$ cat config.mk
export PLATFORM = sky130hd
export DESIGN_NAME = led_pwm_panel
export DESIGN_NICKNAME = d
export VERILOG_FILES = /design/src/rtl/led_pwm_panel.sv
export SDC_FILE = /design/constraint.sdc
export NUM_CORES = 1
export LEC_CHECK = 0
export CAP_MARGIN = 20
export CORE_MARGIN = 5
export CORE_UTILIZATION = 45
export CTS_BUF_LIST = sky130_fd_sc_hd__clkbuf_8
export DETAILED_ROUTE_END_ITERATION = 6
export GPL_ROUTABILITY_DRIVEN = 0
export PLACE_DENSITY_LB_ADDON = 0.2
export SYNTH_ARGS = -nofsm -noshare
export SYNTH_HDL_FRONTEND = slang
export SYNTH_SLANG_ARGS = --single-unit
$ cat constraint.sdc
create_clock -name clock -period 2.5 [get_ports clock]
set_clock_uncertainty 0.1 [all_clocks]
set_input_delay 0.5 -clock clock [delete_from_list [all_inputs] [get_ports clock]]
set_output_delay 0.5 -clock clock [all_outputs]
set_load 0.005 [all_outputs]
$ cat src/rtl/led_pwm_panel.sv
// Memory-mapped LED panel: per-channel on bit, blink mask and PWM duty on the CPU6 bus.
// Optional LED_PWM_PANEL_GAMMA_EN squares the duty before comparison (gamma-corrected brightness).
module led_pwm_panel #(
  parameter logic [15:0] BASE_ADDR      = 16'hF200,
  parameter int          CHANNELS       = 8,
  parameter int          PWM_BITS       = 8,
  parameter int          BLINK_DIV_BITS = 22
) (
  input  logic                clock,
  input  logic                reset,
  input  logic [15:0]         addressBus,
  input  logic                writeEn,
  input  logic [7:0]          data_c2r,
  output logic [7:0]          data_r2c,
  output logic [CHANNELS-1:0] leds
);

  localparam logic [PWM_BITS-1:0] DUTY_MAX = {PWM_BITS{1'b1}};
  localparam logic [BLINK_DIV_BITS-1:0] PRESC_MAX = {BLINK_DIV_BITS{1'b1}};

  logic [15:0]               addr_rel_s;
  logic                      sel_s;
  logic                      wr_s;
  logic                      rd_s;
  logic [4:0]                offset_s;
  logic [2:0]                bit_idx_s;
  logic [7:0]                rd_val_s;
  logic [7:0]                duty_rd_s;
  logic [15:0]               on_ext_s;
  logic [15:0]               blink_ext_s;
  logic [PWM_BITS-1:0]       eff_s [CHANNELS];
  logic [CHANNELS-1:0]       pwm_on_s;
`ifdef LED_PWM_PANEL_GAMMA_EN
  logic [2*PWM_BITS-1:0]     prod_s [CHANNELS];
`endif

  logic                      enable_d, enable_q;
  logic [CHANNELS-1:0]       on_d, on_q;
  logic [CHANNELS-1:0]       blink_d, blink_q;
  logic [PWM_BITS-1:0]       duty_d [CHANNELS];
  logic [PWM_BITS-1:0]       duty_q [CHANNELS];
  logic [PWM_BITS-1:0]       pwm_cnt_d, pwm_cnt_q;
  logic [BLINK_DIV_BITS-1:0] presc_d, presc_q;
  logic                      phase_d, phase_q;
  logic [CHANNELS-1:0]       leds_d, leds_q;
  logic [7:0]                rdata_d, rdata_q;

  // Address decode: window is 32 bytes starting at BASE_ADDR.
  always_comb begin
    addr_rel_s = addressBus - BASE_ADDR;
    sel_s      = (addr_rel_s < 16'd32);
    offset_s   = addressBus[4:0];
    wr_s       = sel_s & writeEn;
    rd_s       = sel_s & ~writeEn;
  end

  // Free-running PWM counter, blink prescaler and phase toggle on prescaler wrap.
  always_comb begin
    pwm_cnt_d = pwm_cnt_q + PWM_BITS'(1);
    presc_d   = presc_q + BLINK_DIV_BITS'(1);
    if (presc_q == PRESC_MAX) begin
      phase_d = ~phase_q;
    end else begin
      phase_d = phase_q;
    end
  end

  // Register writes; bits of channels beyond CHANNELS simply have no storage.
  always_comb begin
    bit_idx_s = 3'd0;
    on_d      = on_q;
    blink_d   = blink_q;
    duty_d    = duty_q;
    if (wr_s && (offset_s == 5'h00)) begin
      enable_d = data_c2r[0];
    end else begin
      enable_d = enable_q;
    end
    for (int i = 0; i < CHANNELS; i++) begin
      bit_idx_s = 3'(i);
      if (wr_s && (offset_s == ((i < 8) ? 5'h01 : 5'h02))) begin
        on_d[i] = data_c2r[bit_idx_s];
      end else begin
        on_d[i] = on_q[i];
      end
      if (wr_s && (offset_s == ((i < 8) ? 5'h03 : 5'h04))) begin
        blink_d[i] = data_c2r[bit_idx_s];
      end else begin
        blink_d[i] = blink_q[i];
      end
      if (wr_s && offset_s[4] && (offset_s[3:0] == 4'(i))) begin
        duty_d[i] = data_c2r[PWM_BITS-1:0];
      end else begin
        duty_d[i] = duty_q[i];
      end
    end
  end

  // Per-channel PWM compare and LED gating; all-ones duty bypasses the compare.
  always_comb begin
    for (int i = 0; i < CHANNELS; i++) begin
`ifdef LED_PWM_PANEL_GAMMA_EN
      prod_s[i] = {{PWM_BITS{1'b0}}, duty_q[i]} * {{PWM_BITS{1'b0}}, duty_q[i]};
      eff_s[i]  = PWM_BITS'(prod_s[i] >> PWM_BITS);
`else
      eff_s[i]  = duty_q[i];
`endif
      if (duty_q[i] == DUTY_MAX) begin
        pwm_on_s[i] = 1'b1;
      end else begin
        pwm_on_s[i] = (pwm_cnt_q < eff_s[i]);
      end
      leds_d[i] = enable_q & on_q[i] & (blink_q[i] ? phase_q : 1'b1) & pwm_on_s[i];
    end
  end

  // Read mux; CTRL reports the phase as it will be after this edge.
  always_comb begin
    on_ext_s    = 16'(on_q);
    blink_ext_s = 16'(blink_q);
    duty_rd_s   = 8'h00;
    for (int i = 0; i < CHANNELS; i++) begin
      if (offset_s[3:0] == 4'(i)) begin
        duty_rd_s = 8'(duty_q[i]);
      end else begin
        duty_rd_s = duty_rd_s;
      end
    end
    case (offset_s)
      5'h00:   rd_val_s = {6'b000000, phase_d, enable_q};
      5'h01:   rd_val_s = on_ext_s[7:0];
      5'h02:   rd_val_s = on_ext_s[15:8];
      5'h03:   rd_val_s = blink_ext_s[7:0];
      5'h04:   rd_val_s = blink_ext_s[15:8];
      default: rd_val_s = offset_s[4] ? duty_rd_s : 8'h00;
    endcase
    if (rd_s) begin
      rdata_d = rd_val_s;
    end else begin
      rdata_d = 8'h00;
    end
  end

  // State registers with asynchronous active-low reset.
  always_ff @(posedge clock or negedge reset) begin
    if (!reset) begin
      enable_q  <= 1'b1;
      on_q      <= {CHANNELS{1'b0}};
      blink_q   <= {CHANNELS{1'b0}};
      for (int i = 0; i < CHANNELS; i++) begin
        duty_q[i] <= DUTY_MAX;
      end
      pwm_cnt_q <= {PWM_BITS{1'b0}};
      presc_q   <= {BLINK_DIV_BITS{1'b0}};
      phase_q   <= 1'b0;
      leds_q    <= {CHANNELS{1'b0}};
      rdata_q   <= 8'h00;
    end else begin
      enable_q  <= enable_d;
      on_q      <= on_d;
      blink_q   <= blink_d;
      duty_q    <= duty_d;
      pwm_cnt_q <= pwm_cnt_d;
      presc_q   <= presc_d;
      phase_q   <= phase_d;
      leds_q    <= leds_d;
      rdata_q   <= rdata_d;
    end
  end

  assign leds     = leds_q;
  assign data_r2c = rdata_q;

endmodule
Yosys cells after proc, flatten, opt, wreduce, memory -nomap -nowiden
Cells that the tools add are included.
- add/sub/neg operators: 3
- magnitude comparators: 9
- eq/ne operators: 20
- mux-type cells: 28
- bitwise operators: 28
- reduce and logical (&&, ||, !) cells: 15
- operator list (operator ; number):
    two-way mux 8 bit ; 10
    == test 8 bit (second input constant) ; 8
    < comparator 8 bit ; 8
    one-hot mux 8 bit (4 select lines) ; 1
    AND 1 bit ; 26
    adder 22 x 1 -> 22 bit (second input constant) ; 1
    == test 22 bit (second input constant) ; 1
    two-way mux 1 bit ; 17
    == test 4 x 3 -> 1 bit (second input constant) ; 4
    < comparator 16 x 6 -> 1 bit (second input constant) ; 1
    subtractor 16 bit (second input constant) ; 1
    logical AND 1 bit ; 12
    == test 5 x 2 -> 1 bit (second input constant) ; 2
    adder 8 x 1 -> 8 bit (second input constant) ; 1
    == test 4 x 2 -> 1 bit (second input constant) ; 2
    == test 5 x 1 -> 1 bit (second input constant) ; 1
    == test 5 x 3 -> 1 bit (second input constant) ; 1
    logical NOT 5 bit ; 1
    == test 4 x 1 -> 1 bit (second input constant) ; 1
    logical NOT 4 bit ; 1
    inverter 1 bit ; 2
    OR reduction 2 bit ; 1
- register bits after elaboration: 128
- input bits: 27
- output and inout port bits: 16
- logic and storage cells: 119

Depth between registers and ports, before layout
- depth after elaboration: 12
- gate-level depth with buffers: 8
- gate-level depth less buffers: 7

Least setup slack after synthesis
OpenSTA, ideal clock, no wires.
- path type: input-to-reg
- start point: input addressBus[8]
- end point: register duty_q[48] in the netlist's numbering
- library setup time: 82 ps
- data arrival time: 2121 ps
- data required time: 2318 ps
- slack: 196 ps
- cell stages on the path: 5
- path buffers: 0
- path through: or4_4 nor4_4 nand3_2 nor3_4 mux2_2
- word-level cells in the longest chain between the ends: 5
- ends and longest elaborated chain (what ; RTL line ; source):
    start: declaration ; 11 ; input logic [15:0] addressBus,
    subtractor 16 bit ; 50 ; addr_rel_s = addressBus - BASE_ADDR;
    < comparator 16 x 6 -> 1 bit ; 51 ; sel_s = (addr_rel_s < 16'd32);
    AND 1 bit ; 53 ; wr_s = sel_s & writeEn;
    logical AND 1 bit (2 in a row) ; 91 ; if (wr_s && offset_s[4] && (offset_s[3:0] == 4'(i))) begin
    end signal: assignment ; 162 ; duty_q <= duty_d;
    end: declaration ; 41 ; logic [PWM_BITS-1:0] duty_q [CHANNELS];
No other way between the ends.
A chain may end at the register's enable or synchronous reset.

Worst setup path in the final report
- start point: input addressBus[9]
- end point: register duty_q[18] in the netlist's numbering
Same word-level chain as after synthesis.

==> flow_metrics.tcl <==
set metrics [dict create \
    status "finished, violations left" \
    violations "setup timing" \
    synth_cell_type_count 56 \
    nFillCells 1414 \
    required_ns 2.78 \
    grt_pass1_wl_um 34300 \
    syn-cell-area_mm2 0.00746 \
    dr.pass1.iters 6 \
    hold_viol 0 \
    dp_hpwl_um 16100 \
    cts_inserted_buffers 17 \
    whs_ns 0.374 \
    initial_utilization 0.455 \
    fp.dieH_um 139 \
    ys_ff_latch 128 \
    p_leak_uw 0.00376 \
    final.setup.worst_slack_ns -0.000987 \
    cpMaxStageDelayCell "clkdlybuf4s50_1" \
    p_per_area_mw_per_mm2 457 \
    grt_pass1_vias 6105 \
    nNetsFinal 895 \
    max_freq_mhz 400 \
    place.port_buffers 42 \
    drc 0 \
    final_area_mm2 0.00905 \
    final.period_utilization 1.00 \
    ys_seq_area_frac 0.440 \
    grt_use_total 0.230 \
    die_area_mm2 0.0193 \
    worst_pin_slew_ns 0.830 \
    rows 47 \
    vias_per_cell 5.73 \
    core-area_mm2 0.0164 \
    async_flop_share 1.00 \
    synth_fp_nets 793 \
    synth_compound_area_frac 0.117 \
    synth_top_family_by_area "multiplexers" \
    maxCapViolations 0 \
    crit_arrival_ns 2.78 \
    drt_iter0_drc 462 \
    ant_nets 0 \
    ioPinCount 43 \
    cts_buffer_depth 2 \
    cp-end-kind "flop" \
    post-route-min-period_ns 2.50 \
    antenna_found_initial 0 \
    synth_edf_count 0 \
    fin_cells 1042 \
    h-tree-depth 4 \
    synth-main-ff-cell "dfstp_2" \
    slew_viol_final 0 \
    min_path_type "reg -> reg" \
    worstSetupStartpointType "primary input" \
    multiInputGateArea_mm2 0.00383 \
    clock_sinks 128 \
    rsz0062_at_grt "yes" \
    synth_cells 707 \
    yosys_warnings 0 \
    dp.cells 1008 \
    path_cells "clkdlybuf4s50_1 -> inv_1 -> ha_1 -> xor2_1 -> nor4_4 -> nand4_1 -> buf_4 -> nor2_2 -> buf_6 -> mux2_2" \
    root_buffer "clkbuf_8" \
    cp_max_fo 8 \
    worstSetupPathType "in -> reg" \
    synthMuxAreaShare 0.139 \
    diodes 0 \
    slowest_delay_ns 0.47 \
    die_w_um 139 \
    setup_viol 1 \
    synth.avg_cell_area_um2 10.6 \
    area_growth_pct 21.2 \
    num_vias 5970 \
    wl_per_cell_um 20.8 \
    grt_start_max_net_pins 48 \
    synth-adder-area-share 0.0989 \
    grt-ovfl-total 0 \
    ir_drop_uv 400 \
    path_clk_slew_ns 0.08 \
    synth_xor_xnor_area_share 0.0329 \
    place_area_mm2 0.00861 \
    wl_um 21700 \
    cts_tree "built" \
    regArea_mm2 0.00328 \
    final_layout_size_suffix_gt1_frac 0.318 \
    insertion_delay_ns 0.46 \
    synth-simple-area-share 0.122 \
    slew_headroom 0.447 \
]
[worst max-delay path, delay by kind of cell]
family | cells | cell delay [ns]
xor+xnor | 1 | 0.17
fa+ha+maj | 1 | 0.20
mux | 1 | 0.34
simple gates | 3 | 0.68
buf+inv | 4 | 0.86
[routing by layer]
| metal | track usage | share of wire | up-vias |
|---|---|---|---|
| li1 | - | - | 2754 |
| met2 | 0.377 | 0.49 | 170 |
| met3 | 0.0479 | 0.047 | 43 |
| met5 | 0 | 0 | - |
| met1 | 0.295 | 0.43 | 3003 |
| met4 | 0.100 | 0.035 | 0 |
[power by group]
part,leakage (uW),internal (uW),total [uW],switching [uW]
registers,0.00152,2080,2080,0.579
clock network,0.000222,966,1760,791
logic,0.00202,119,298,179
total,0.00376,3160,4130,971
[flip-flops by register name, indices dropped and copies added (netlist names)]
register / flops
presc_q: 22
data_r2c: 8
phase_q: 1
enable_q: 1
blink_q: 8
duty_q: 64
leds: 8
on_q: 8
pwm_cnt_q: 8
[cell families after synthesis]
logic type,after synthesis
AO/OA/AOI/OAI,135
XOR/XNOR,28
adder cells (fa/ha/maj),59
buffers and inverters,99
flip-flops,128
multiplexers,91
AND/OR/NAND/NOR,167
[final timing paths]
| path | startpoint | end | slack [ns] | cells past startpoint |
|---|---|---|---|---|
| min | presc_q[18] | presc_q[18] | 0.37 | 1 |
| max reg2reg | presc_q[2] | presc_q[18] | 0.40 | 5 |
| max | addressBus[9] | duty_q[18] | -0.001 | 10 |
| max in group asynchronous | reset | duty_q[9] | 1.12 | 3 |
| min in group asynchronous | reset | leds[4] | 0.48 | 2 |
| min reg2reg | presc_q[18] | presc_q[18] | 0.37 | 1 |
[area by class of cell]
type | count | share of cell area
inverters | 72 | 0.0299
clock inverters | 11 | 0.0109
flip-flops and latches | 128 | 0.363
well taps | 220 | 0.0304
multi-input cells | 480 | 0.423
clock buffers | 21 | 0.0319
repair buffers | 110 | 0.111
[repair_timing]
action	in CTS	in global routing
endpoints found under the hold margin	12	0
pin swaps	0	1
hold buffers	1	0
gates resized for setup	3	5
endpoints found under the setup margin	2	44
setup buffers	0	1
[placed cells by master (no fill, tap or decap), drive strengths merged, types with 19 or more instances in the layout]
cell,synthesis,final
buf,11,68
nand3,24,24
dfrtp,63,63
clkbuf,16,21
a21oi,38,38
mux2,83,83
ha,59,59
dfstp,65,65
xnor2,19,19
clkdlybuf4s50,0,41
nand2,42,42
nor2,33,33
o21ai,27,27
nand4,20,20
inv,72,77
[cell usage after synthesis, drive strengths merged, types with 2 or more instances]
cell | number | share of area
a2111oi | 2 | 0.0023
a21boi | 2 | 0.0020
a21o | 11 | 0.011
a21oi | 38 | 0.025
a221oi | 3 | 0.0035
a22o | 3 | 0.0035
a22oi | 5 | 0.0050
a31oi | 11 | 0.0092
and3 | 5 | 0.0042
and4 | 4 | 0.0047
buf | 11 | 0.0059
clkbuf | 16 | 0.0080
dfrtp | 63 | 0.21
dfstp | 65 | 0.23
ha | 59 | 0.099
inv | 72 | 0.036
mux2 | 83 | 0.13
mux2i | 6 | 0.0080
mux4 | 2 | 0.0060
nand2 | 42 | 0.021
nand2b | 9 | 0.0075
nand3 | 24 | 0.017
nand4 | 20 | 0.017
nor2 | 33 | 0.019
nor2b | 8 | 0.0067
nor3 | 6 | 0.0070
nor4 | 3 | 0.0045
o2111ai | 7 | 0.0082
o211ai | 8 | 0.0080
o21ai | 27 | 0.018
o22ai | 4 | 0.0034
o32ai | 4 | 0.0047
or2 | 2 | 0.0017
or4 | 7 | 0.0075
xnor2 | 19 | 0.022
xor2 | 9 | 0.011
[stage by stage]
step            util  setup TNS (ns)  setup WS [ns]  total power [uW]
2_1_floorplan      -               0          0.197              2210
3_3_place_gp   0.525          -32.85         -0.604              2400
3_5_place_dp   0.525          -36.23         -0.662              2400
4_1_cts        0.549               0         0.0200              4170
5_1_grt        0.551          -0.494        -0.0540              4300
6_report       0.551       -0.000987      -0.000987              4130
No activity file was read; power rests on OpenSTA's default activity.
